**config.mk**
```make
export PLATFORM = sky130hd
export DESIGN_NAME = hssim_ctrl
export DESIGN_NICKNAME = d
export VERILOG_FILES = /design/src/rtl/hssim_ctrl.sv
export SDC_FILE = /design/constraint.sdc
export NUM_CORES = 1
export LEC_CHECK = 0
export CORE_MARGIN = 5
export CORE_UTILIZATION = 31
export CTS_BUF_LIST = sky130_fd_sc_hd__clkbuf_2
export DETAILED_ROUTE_END_ITERATION = 10
export SLEW_MARGIN = 25
export SYNTH_ARGS = -nofsm -noshare
export SYNTH_HDL_FRONTEND = slang
export SYNTH_SLANG_ARGS = --single-unit
```
**constraint.sdc**
```tcl
create_clock -name clk -period 2.5 [get_ports clk]
set_input_delay 0.25 -clock clk [delete_from_list [all_inputs] [get_ports clk]]
set_output_delay 0.25 -clock clk [all_outputs]
set_load 0.03 [all_outputs]
```
**src/rtl/hssim_ctrl.sv**
```systemverilog
// hssim_ctrl: frame sequencer for the HSSIM edge-similarity pipeline.
// Accepts one frame of input/reference beats, drives the HSSIM stall input,
// tracks which pipeline stages hold real data with a token shift register, and
// pads with zeros after the last beat so the final results drain out.
// Optional feature: define HSSIM_CTRL_LAST_CHECK_EN to flag s_last mismatches
// in last_err; otherwise s_last is ignored and last_err is tied low.
module hssim_ctrl #(
    parameter int PIXELS_PER_BEAT = 16,
    parameter int IMAGE_DIM       = 512,
    parameter int PIPE_LATENCY    = 10
) (
    input  logic                                          clk,
    input  logic                                          reset,
    input  logic                                          start,
    input  logic                                          s_valid,
    input  logic                                          s_last,
    output logic                                          s_ready,
    output logic                                          hssim_stall,
    output logic                                          hssim_in_sel,
    output logic                                          m_valid,
    input  logic                                          m_ready,
    output logic                                          m_last,
    output logic [$clog2(IMAGE_DIM/PIXELS_PER_BEAT)-1:0]  col_idx,
    output logic [$clog2(IMAGE_DIM)-1:0]                  row_idx,
    output logic                                          busy,
    output logic                                          frame_done,
    output logic                                          last_err
);

    localparam int COLS  = IMAGE_DIM / PIXELS_PER_BEAT;
    localparam int BEATS = IMAGE_DIM * IMAGE_DIM / PIXELS_PER_BEAT;
    localparam int CNT_W = $clog2(BEATS) + 1;
    localparam int COL_W = $clog2(COLS);
    localparam int ROW_W = $clog2(IMAGE_DIM);

    typedef enum logic [1:0] {IDLE, RUN, FLUSH, DONE} state_t;

    state_t                  state, state_nxt;
    logic [PIPE_LATENCY-1:0] token;
    logic [CNT_W-1:0]        in_cnt, out_cnt;
    logic                    blocked, adv, m_fire, in_last;

    assign m_valid     = token[PIPE_LATENCY-1];
    assign m_fire      = m_valid & m_ready;
    assign blocked     = m_valid & ~m_ready;
    assign in_last     = (in_cnt == CNT_W'(BEATS - 1));
    assign m_last      = m_valid & (out_cnt == CNT_W'(BEATS - 1));
    assign hssim_stall = ~adv;
    assign busy        = (state != IDLE);
    assign frame_done  = (state == DONE);

    // Next-state and advance decode; a blocked output freezes the whole pipe.
    always_comb begin
        state_nxt    = state;
        adv          = 1'b0;
        s_ready      = 1'b0;
        hssim_in_sel = 1'b1;
        case (state)
            IDLE: begin
                if (start) state_nxt = RUN;
            end
            RUN: begin
                s_ready = ~blocked;
                adv     = s_valid & ~blocked;
                if (adv && in_last) state_nxt = FLUSH;
            end
            FLUSH: begin
                hssim_in_sel = 1'b0;
                adv          = ~blocked & (|token);
                if (m_fire && m_last) state_nxt = DONE;
            end
            DONE: begin
                state_nxt = IDLE;
            end
            default: state_nxt = IDLE;
        endcase
    end

    // State register.
    always_ff @(posedge clk) begin
        if (reset) state <= IDLE;
        else       state <= state_nxt;
    end

    // Tokens, beat/result counters and frame position; cleared on reset or start.
    always_ff @(posedge clk) begin
        if (reset || (state == IDLE && start)) begin
            token   <= '0;
            in_cnt  <= '0;
            out_cnt <= '0;
            col_idx <= '0;
            row_idx <= '0;
        end else begin
            // A result taken while the pipe holds still must not be shown again.
            if (adv)         token <= {token[PIPE_LATENCY-2:0], (state == RUN)};
            else if (m_fire) token[PIPE_LATENCY-1] <= 1'b0;
            if (m_fire) out_cnt <= out_cnt + CNT_W'(1);
            if (adv && state == RUN) begin
                in_cnt <= in_cnt + CNT_W'(1);
                if (col_idx == COL_W'(COLS - 1)) begin
                    col_idx <= '0;
                    row_idx <= row_idx + ROW_W'(1);
                end else begin
                    col_idx <= col_idx + COL_W'(1);
                end
            end
        end
    end

`ifdef HSSIM_CTRL_LAST_CHECK_EN
    // Sticky flag: upstream end-of-frame marker disagrees with the beat count.
    always_ff @(posedge clk) begin
        if (reset)                                            last_err <= 1'b0;
        else if (state == RUN && adv && (s_last != in_last)) last_err <= 1'b1;
    end
`else
    wire unused_s_last = s_last;
    assign last_err = 1'b0;
`endif

endmodule

```
==> reports/metrics.csv <==
stage,metric,value,unit
sta,clk_skew,0.01639,ns
clocking,clock sinks,56,
worst_setup_path,CP bufs+invs,2,
detailed_routing,routed vias,2231,
layout,Fill cells,894,
logic_synthesis,Gate Count Post-Synth,309,
layout,Non-Filler Instances,449,
clocking,Max H-tree Level,2,
placed_design,number of port buffers,25,
detailed_routing,DR WL/cell,12.27,um
detailed_routing,Post-Route WL,5.511,mm
placed_design,GPL Wtd Cong,0.7631,
power,sequential power share,0.497,
logic_synthesis,post-synthesis sequential area ratio,0.4169,
logic_synthesis,area share of the largest cell type after synthesis,0.4169,
sta,Fin. Hold Viols,0,
logic_synthesis,synthesized cell area,0.002689,sq mm
floorplan,# rows,34,
sta,f_max,425.4,MHz
grt,vias in the first global route,2143,
logic_synthesis,Post-synth ARST share,0,
logic_synthesis,"top cells by area, synth","dfxtp_1 42%, nor2_1 4.7%, nand2_1 4.3%, ha_1 4.2%, a21oi_1 3.9%",
grt,GRT overflow,0,
layout,proportion of layout cells with a drive suffix above 1,0.09384,
floorplan,Die Ht,103.1,um
floorplan,I/O pin total,28,
worst_setup_path,Required @ worst endpoint,2.25,ns
grt,initial antenna violation count,0,
sta,worst slew pin tran,0.5555,ns
floorplan,Initial Utilization,0.3129,
worst_setup_path,family with the most delay on the worst path,simple AND/OR/NAND/NOR gates,
power,Clock Power Share,0.230,
detailed_routing,drc violations,0,
clocking,Clock Latency Late Sink,0.42,ns
power,P_int,0.001255,W
detailed_routing,"antenna viol nets, final",0,
placed_design,HPWL after DPL,3.939,mm
clocking,Clock transition at path regs,0.25,ns
floorplan,Die Width,103.1,um
power,Leak,1.058,nW
worst_setup_path,Worst EP arrival,2.10,ns
power,maximum vdd drop,0.0001967,V
layout,most frequent cells in the layout,"55 x dfxtp_1, 34 x nor2_1, 31 x nand2_1, 23 x clkdlybuf4s50_1, 21 x a21oi_1",
logic_synthesis,syn_nets,324,
logic_synthesis,Mean Syn Cell Area,8.702,sq um
worst_setup_path,Critical Path Slowest Stage Cell,or4_4,
grt,GRT Overall Usage,0.1110,
layout,n_diodes,0,
outcome,run status,completed,
power,PD cells,593.8,mW/mm^2
sta,final setup fails,0,
logic_synthesis,Post-synth top flop,dfxtp_1,
logic_synthesis,Unique masters post-synth,46,
power,Comb power frac,0.273,
worst_setup_path,Crit. End Element,output port,
sta,Tcrit/Tclk final,0.9402,
detailed_routing,DRT Pass-1 Iters,4,
detailed_routing,first-iteration detailed-routing DRC count,101,
placed_design,Placement Cell Area,0.003069,sq mm
grt,largest net degree at the start of global routing,45,
power,switching pwr,0.0006191,W
layout,"commonest non-fill, non-tap cell in the layout",dfxtp_1,
sta,Setup TNS,0,ns
placed_design,placed cells,439,
power,Sw Share,0.3302,
worst_setup_path,slowest cell delay on critical path,0.55,ns
floorplan,Std-Cell Core Area,0.008593,sq mm
layout,Nets,355,
worst_setup_path,crit-path max FO,4,
clocking,number of buffers created by CTS,5,
sta,Hold Slack,0.4928,ns
logic_synthesis,"EDFF count, synth",0,
hold_path,HP Class,reg -> reg,
sta,Pins Over Slew Limit,0,
floorplan,DIE AREA,0.01064,sq mm
detailed_routing,Vias/cell,4.969,
sta,Max-slew headroom,0.6201,
sta,min cycle time layout,2.350,ns
logic_synthesis,"FF+latch count, synth",56,
grt,first-pass GRT wire length,9.722,mm
worst_setup_path,Setup Crit Path Kind,reg -> out,
clocking,CTS Buffer Depth,2,
sta,RSZ-0062 raised after global routing,no,
logic_synthesis,Syn. warnings,0,
logic_synthesis,post-synth top area cell,dfxtp_1,
worst_setup_path,CP Launch Type,flop,
layout,final instance area,0.003157,sq mm
layout,area delta synth->final,17.40,%
worst_setup_path,CP cell instances,or4_4 -> o41ai_4 -> a21oi_4 -> inv_1 -> buf_4,
job,maxcap violations,0,
clocking,CTS root buf,clkbuf_2,
clocking,CTS tree,yes,
[stage by stage]
stage	util	setup slack [ns]	power [W]
2_1_floorplan	-	0.05498	0.001284
3_3_place_gp	0.3572	0.2740	0.001445
3_5_place_dp	0.3572	0.2794	0.001450
4_1_cts	0.3674	0.03378	0.001901
5_1_grt	0.3674	0.006905	0.001994
6_report	0.3674	0.1495	0.001875
[worst paths after layout]
kind	endpoint	slack (ns)	start	cells past startpoint
worst max-delay path	hssim_stall	0.15	token[3]	5
worst min register to register	in_cnt[14]	0.49	in_cnt[14]	2
worst min-delay path	in_cnt[14]	0.49	in_cnt[14]	2
worst max register to register	row_idx[7]	0.32	state[0]	7
[layer usage]
| layer | up-vias | track usage | wire length (um) |
|---|---|---|---|
| met2 | 24 | 0.1781 | 2528 |
| met3 | 4 | 0.02165 | 168 |
| met4 | 0 | 0.03486 | 74 |
| met1 | 1040 | 0.1504 | 2739 |
| li1 | 1163 | - | - |
| met5 | - | 0 | 0 |
[worst register-to-register path, delay by kind of cell (launching register included)]
kind,cells,cell delay (ns)
simple gates,2,0.64
flops,1,0.46
fa+ha+maj,1,0.38
compound gates,2,0.40
buf+inv,2,0.28
[synthesized netlist by cell type, types with 4 or more instances]
library cell / instances
a211oi_1: 5
a21oi_1: 21
clkbuf_1: 6
dfxtp_1: 56
ha_1: 9
inv_1: 13
mux2i_1: 7
nand2_1: 31
nand3_1: 16
nand3b_1: 4
nand4_1: 13
nor2_1: 34
o21ai_0: 10
o21ai_1: 5
o31ai_1: 7
or3_1: 5
or4_1: 9
xnor2_1: 12
xor2_1: 10
[logic make-up (layout without fill, tap and decap cells)]
family / Yosys count / in the layout / synth area share
fa+ha+maj: 9 / 9 / 0.04188
simple gates: 129 / 129 / 0.2462
buf+inv: 25 / 57 / 0.05025
other cells: 1 / 1 / 0.001395
xor+xnor: 22 / 22 / 0.07166
flops: 56 / 56 / 0.4169
compound gates: 60 / 60 / 0.1457
mux: 7 / 7 / 0.02606
[layout make-up]
| type | count | area [sq um] | area share |
|---|---|---|---|
| clock buffers | 5 | 25.02 | 0.007927 |
| clock inverters | 3 | 37.54 | 0.01189 |
| inverters | 13 | 48.80 | 0.01546 |
| multi-input cells | 228 | 1444 | 0.4574 |
| flip-flops and latches | 56 | 1125 | 0.3563 |
| well taps | 108 | 135.1 | 0.04281 |
| repair buffers | 36 | 341.6 | 0.1082 |
[registers in the layout, indices dropped and copies added, names as in the netlist]
signal / cells
state: 2
out_cnt: 15
token: 10
col_idx: 5
row_idx: 9
in_cnt: 15
[power by group through the flow]
| stage | Combinational (W) | Sequential (W) | Clock (W) |
|---|---|---|---|
| finish | 0.000511 | 0.000932 | 0.000432 |
| global route | 0.000566 | 0.000936 | 0.000491 |
| CTS | 0.000517 | 0.000932 | 0.000452 |
| detailed placement | 0.000501 | 0.000949 | 0 |
| global placement | 0.000497 | 0.000948 | 0 |
| floorplan | 0.000340 | 0.000944 | 0 |
[repair_timing]
item                                    4_1_cts  5_1_grt
pin swaps                                     2        1
buffers inserted                              2        0
hold buffers                                  0        0
gates resized for setup                       4        0
endpoints found under the setup margin        2        1
(Power assumes the default switching activity.)
